[src/rtl/tsu_queue_arb.sv]
// tsu_queue_arb: drains up to four TSU time-stamp queues into one 48-bit
// valid/ready record stream, and sequences per-queue flushes on request.
// Runs entirely in the queue read-clock domain.
// Build option: define TSU_QUEUE_ARB_PRIO_EN for fixed-priority arbitration
// (lowest eligible index wins, no round-robin pointer); default is round-robin.
module tsu_queue_arb #(
  parameter int NQ        = 2,
  parameter int RD_LAT    = 1,
  parameter int FLUSH_CYC = 4
) (
  input  logic              clk,
  input  logic              rst_n,
  input  logic [8*NQ-1:0]   q_rd_stat,
  input  logic [48*NQ-1:0]  q_rd_data,
  output logic [NQ-1:0]     q_rd_en,
  output logic [NQ-1:0]     q_rst,
  input  logic [NQ-1:0]     flush_req,
  output logic [NQ-1:0]     flush_busy,
  output logic              out_valid,
  input  logic              out_ready,
  output logic [47:0]       out_data,
  output logic [1:0]        out_src
);

  localparam logic [2:0] S_IDLE  = 3'd0;
  localparam logic [2:0] S_ISSUE = 3'd1;
  localparam logic [2:0] S_WAIT  = 3'd2;
  localparam logic [2:0] S_CAPT  = 3'd3;
  localparam logic [2:0] S_HOLD  = 3'd4;
  localparam logic [2:0] S_FLUSH = 3'd5;

  logic [2:0]      state;
  logic [1:0]      grant;
  logic [1:0]      fidx;
  logic [NQ-1:0]   pend;
  logic [NQ-1:0]   pend_clr;
  logic [3:0]      fcnt;
  logic [1:0]      wcnt;
  logic [NQ-1:0]   elig;
  logic [4*NQ-1:0] stat_hi;
  logic [47:0]     rd_sel;
  logic [1:0]      arb_start;
  logic [1:0]      arb_pick;
  logic [1:0]      flush_pick;
  logic            flush_done;
  logic            unused_stat_hi;

  // First set bit of req at or after start, wrapping modulo NQ.
  function automatic logic [1:0] pick_from(input logic [NQ-1:0] req,
                                           input logic [1:0]    start);
    logic [1:0] res;
    logic       found;
    int         idx;
    res   = start;
    found = 1'b0;
    for (int k = 0; k < NQ; k++) begin
      idx = (int'(start) + k) % NQ;
      if (!found && req[idx]) begin
        res   = 2'(idx);
        found = 1'b1;
      end
    end
    return res;
  endfunction

  // Eligibility, read-data select and strobe/reset decode from FSM state.
  always_comb begin
    elig     = '0;
    stat_hi  = '0;
    rd_sel   = '0;
    q_rd_en  = '0;
    q_rst    = '0;
    pend_clr = '0;
    for (int i = 0; i < NQ; i++) begin
      elig[i]          = (q_rd_stat[8*i +: 4] != 4'd0) && !pend[i];
      stat_hi[4*i +: 4] = q_rd_stat[8*i+4 +: 4];
      if (grant == 2'(i)) rd_sel = q_rd_data[48*i +: 48];
      q_rd_en[i]  = (state == S_ISSUE) && (grant == 2'(i));
      q_rst[i]    = (state == S_FLUSH) && (fidx == 2'(i));
      pend_clr[i] = flush_done && (fidx == 2'(i));
    end
  end

  assign unused_stat_hi = ^stat_hi;
  assign flush_done     = (state == S_FLUSH) && (fcnt == 4'(FLUSH_CYC - 1));
  assign flush_busy     = pend;
  assign flush_pick     = pick_from(pend, 2'd0);
  assign arb_pick       = pick_from(elig, arb_start);

`ifdef TSU_QUEUE_ARB_PRIO_EN
  assign arb_start = 2'd0;
`else
  logic [1:0] rr_ptr;

  function automatic logic [1:0] next_idx(input logic [1:0] g);
    if (int'(g) + 1 >= NQ) return 2'd0;
    return g + 2'd1;
  endfunction

  assign arb_start = rr_ptr;

  // Round-robin pointer advances past each queue as its record is captured.
  always_ff @(posedge clk or negedge rst_n) begin
    if (!rst_n)                rr_ptr <= 2'd0;
    else if (state == S_CAPT)  rr_ptr <= next_idx(grant);
  end
`endif

  // Sticky flush-pending bits; a level request still high on exit re-arms.
  always_ff @(posedge clk or negedge rst_n) begin
    if (!rst_n) pend <= '0;
    else        pend <= (pend & ~pend_clr) | flush_req;
  end

  // Main sequencer: flush beats read, read strobe, latency wait, capture, hold.
  always_ff @(posedge clk or negedge rst_n) begin
    if (!rst_n) begin
      state     <= S_IDLE;
      grant     <= 2'd0;
      fidx      <= 2'd0;
      fcnt      <= 4'd0;
      wcnt      <= 2'd0;
      out_valid <= 1'b0;
      out_data  <= '0;
      out_src   <= 2'd0;
    end else begin
      case (state)
        S_IDLE: begin
          if (|pend) begin
            fidx  <= flush_pick;
            fcnt  <= 4'd0;
            state <= S_FLUSH;
          end else if (|elig) begin
            grant <= arb_pick;
            state <= S_ISSUE;
          end
        end
        S_ISSUE: begin
          wcnt  <= 2'd0;
          state <= (RD_LAT > 1) ? S_WAIT : S_CAPT;
        end
        S_WAIT: begin
          if (wcnt == 2'(RD_LAT - 2)) state <= S_CAPT;
          else                        wcnt  <= wcnt + 2'd1;
        end
        S_CAPT: begin
          out_data  <= rd_sel;
          out_src   <= grant;
          out_valid <= 1'b1;
          state     <= S_HOLD;
        end
        S_HOLD: begin
          if (out_ready) begin
            out_valid <= 1'b0;
            state     <= S_IDLE;
          end
        end
        S_FLUSH: begin
          if (flush_done) state <= S_IDLE;
          else            fcnt  <= fcnt + 4'd1;
        end
        default: state <= S_IDLE;
      endcase
    end
  end

endmodule

[config.mk]
export PLATFORM = sky130hd
export DESIGN_NAME = tsu_queue_arb
export DESIGN_NICKNAME = d
export VERILOG_FILES = /design/src/rtl/tsu_queue_arb.sv
export SDC_FILE = /design/constraint.sdc
export NUM_CORES = 1
export LEC_CHECK = 0
export BUFFER_PORTS_ARGS = -buffer_cell sky130_fd_sc_hd__buf_2
export CORE_MARGIN = 3
export CORE_UTILIZATION = 40
export DETAILED_ROUTE_END_ITERATION = 12
export PLACE_DENSITY = 0.72
export SYNTH_ARGS = -nofsm -noshare
export SYNTH_HDL_FRONTEND = slang
export SYNTH_SLANG_ARGS = --single-unit
[constraint.sdc]
create_clock -name clk -period 3.8 [get_ports clk]
set_input_delay 0.19 -clock clk [delete_from_list [all_inputs] [get_ports clk]]
set_output_delay 0.19 -clock clk [all_outputs]
set_load 0.03 [all_outputs]
==> metrics.yaml <==
status:
  status: "complete, but fails checks"
  violations: "hold timing"
global_route:
  met2_usage_pct: 31.2
  grt.overflow.total: 0
  use_met3_pct: 6.03
  antenna_found_initial: 0
  grt_pass1_vias: 2883
  met1_usage_pct: 22.1
  grt_busiest_layer: "met2"
  groute.usage.overall_pct: 18.2
  grt_pass1_wl_um: 14100
  grt_max_degree: 55
sta:
  max_freq_ghz: 0.406
  drv_slew: 0
  holdWs_ns: -0.0111
  final-hold-violation-count: 20
  finalCritPeriodShare_pct: 64.8
  fin_skew_ns: 0.00798
  rsz0062_at_grt: "false"
  finalSetupViolations: 0
  timing.final.crit_period_ns: 2.46
  worstMarginPinSlew_ns: 1.34
  relSlewSlack_pct: 10.8
  fin_setup_tns_ns: 0
yosys:
  syn_avg_cell_area_sq_um: 9.62
  yosys.area_share.xor_xnor_pct: 0.264
  synth-edff-count: 0
  synth_top_family_by_area: "compound AO/OA/AOI/OAI gates"
  synth_cells: 345
  synth_mux_area_share_pct: 0.339
  synthArstFlopShare_pct: 100
  synthSimpleGateAreaFrac_pct: 20.7
  yosysSeqAreaShare_pct: 49.8
  synth-compound-area-share_pct: 21.3
  synth_fa_ha_area_share_pct: 1.89
  ys_seq_elements: 66
  synth.distinct_cells: 43
  syn-num-nets: 467
  synth_area_sq_mm: 0.00332
  synth_flop_cell: "dfrtp_1"
  ys_warn_count: 0
die:
  die_area_sq_mm: 0.00942
  die_h_um: 97.1
  rows: 32
  coreArea_sq_mm: 0.00789
  die_w_um: 97.1
  io_pins: 174
  start_util_pct: 42.1
critical_path:
  startpoint: "grant[0]"
  crit_end: "out_data[41]"
  crit_required_ns: 4.05
  critPathLaunchType: "register"
  reg2reg_depth: 4
  worst-path-max-fanout: 38
  crit_chain: "ha_2 -> nor2b_1 -> a22oi_1 -> o21ai_0"
  cp_slowest_cell: "nor2b_1"
  criticalPathCategory: "register to register"
  worst-r2r-setup-slack_ns: 1.34
  cp_data_arrival_time_ns: 2.71
  max_stage_delay_ns: 1.10
  r2r_end: "out_data[41]"
  end_kind: "register"
  r2r-start: "grant[0]"
routing:
  route.detailed.drc: 0
  final_antenna_net_count: 0
  routed_via_density: 5.13
  firstDrtPassIters: 4
  drt-total-wl_um: 8620
  drt_iter0_drc: 72
  post_drt_wl_per_cell_um: 14.3
  routed-via-count: 3099
run:
  drv_cap: 0
clock_tree:
  htreeDepth: 3
  cts_buffers: 9
  clockRootBuffer: "clkbuf_8"
  cts_tree: "yes"
  clock_sinks: 66
  hold_buffers: 0
  postCtsSetupRepairBufs: 0
  worstSkewPairLatency_ns: 0.33
  post_cts_resized: 0
  clockBufferDepth: 2
  path_clk_slew_ns: 0.07
placed_design:
  hpwlAfterDp_um: 6340
  placed_area_sq_mm: 0.00414
  io_buffers: 165
  gp_congestion: 0.814
final_layout:
  drive_gt1_share_pct: 38.2
  syn_to_final_growth_pct: 31.2
  nets: 619
  fin_area_sq_mm: 0.00435
  antenna_cells: 0
pwr:
  cellPowerDensity_mw_per_mm2: 539
  power.leakage_uw: 0.00226
  vdd_drop_max_uv: 397
min_path:
  hp-class: "primary input to async pin"
==> sequential cells by signal, indices dropped and copies added, names as in the netlist <==
signal	cells
wcnt	2
arb_start	1
fidx	1
out_src	2
out_valid	1
grant	2
state	3
out_data	48
flush_busy	2
fcnt	4
==> cells by family (layout without fill, tap and decap cells) <==
logic type | Yosys count | in the layout
muxes | 1 | 1
xor gates and xnor gates | 1 | 1
buffers and inverters | 33 | 190
and+or+nand+nor | 114 | 114
adders and majority gates | 5 | 5
DFF | 66 | 66
AOI/OAI and AO/OA | 125 | 125
==> per-layer routing <==
metal,vias to the layer above,wire length [um]
met2,96,4350
met3,9,559
met5,-,0
met1,1439,3620
li1,1555,-
met4,0,88
==> cell type report <==
class                   instances  area [sq um]
well taps                     102           128
fillers                       762          3530
clock buffers                  11           151
inverters                       5          18.8
flip-flops and latches         66          1650
repair buffers                169           856
multi-input cells             246          1490
clock inverters                 5          60.1
==> worst max-delay path, delay by kind of cell (launching register included) <==
kind / cells / cell delay [ns]
AO/OA/AOI/OAI: 2 / 0.44
flip-flops: 1 / 0.40
AND/OR/NAND/NOR: 1 / 1.10
adder cells (fa/ha/maj): 1 / 0.42
==> placed cells by master, fill, tap and decap left out, types with 2 or more instances in the layout <==
cell type,count
buf_2,165
dfrtp_1,66
o21ai_0,56
nand2_1,54
a21oi_1,37
and3b_1,30
a22oi_1,19
clkbuf_8,11
nor2_1,6
inv_1,5
ha_1,4
buf_4,4
nand3_1,3
nand3b_4,2
o31ai_1,2
nor3b_1,2
and4_1,2
o2bb2ai_1,2
or3_1,2
nor4_1,2
a31oi_1,2
inv_6,2
==> synthesized netlist by cell type (2+ instances only) <==
| cell | count | share of area [%] |
|---|---|---|
| and3b_1 | 30 | 7.9 |
| and4_1 | 2 | 0.53 |
| inv_1 | 5 | 0.57 |
| ha_1 | 5 | 1.9 |
| buf_2 | 10 | 1.5 |
| nor2_1 | 6 | 0.68 |
| or3_1 | 2 | 0.38 |
| nand3_1 | 3 | 0.45 |
| buf_4 | 4 | 0.91 |
| o2bb2ai_1 | 2 | 0.53 |
| a21oi_1 | 37 | 5.6 |
| nor3b_1 | 2 | 0.45 |
| a22oi_1 | 19 | 4.3 |
| buf_6 | 5 | 1.7 |
| o21ai_0 | 56 | 8.4 |
| a31oi_1 | 2 | 0.38 |
| o31ai_1 | 2 | 0.45 |
| clkbuf_1 | 9 | 1.0 |
| dfrtp_1 | 66 | 50 |
| nor4_1 | 2 | 0.38 |
| nand2_1 | 54 | 6.1 |
==> power breakdown <==
| part | internal [uW] | leakage, uW | switching (uW) |
|---|---|---|---|
| sequential | 839 | 0.000890 | 147 |
| combinational | 247 | 0.00127 | 498 |
| clock | 342 | 0.000106 | 273 |
==> metrics by stage <==
step	cells	setup WS, ns	utilization [%]	hold WS (ns)	total power, uW
floorplan	345	2.22	-	-0.106	1530
global placement	588	1.47	52.5	0.375	1730
detailed placement	588	1.33	52.5	0.375	1750
finish	604	1.34	55.2	-0.0111	2350
global route	604	1.06	55.2	0.00600	2500
CTS	604	1.34	55.2	0.00723	2370
==> how the worst min path moves through the flow <==
| stage | from | to | slack, ns | depth (start not counted) |
|---|---|---|---|---|
| CTS | rst_n | out_data[47] | 0.007 | 1 |
| global placement | flush_req[1] | flush_busy[1] | 0.37 | 2 |
| detailed placement | rst_n | out_data[26] | 0.38 | 1 |
| finish | rst_n | out_data[26] | -0.01 | 1 |
| floorplan | rst_n | arb_start[0] | -0.11 | 0 |
| global route | flush_req[1] | flush_busy[1] | 0.006 | 2 |
Power figures use the tool's default switching activity.
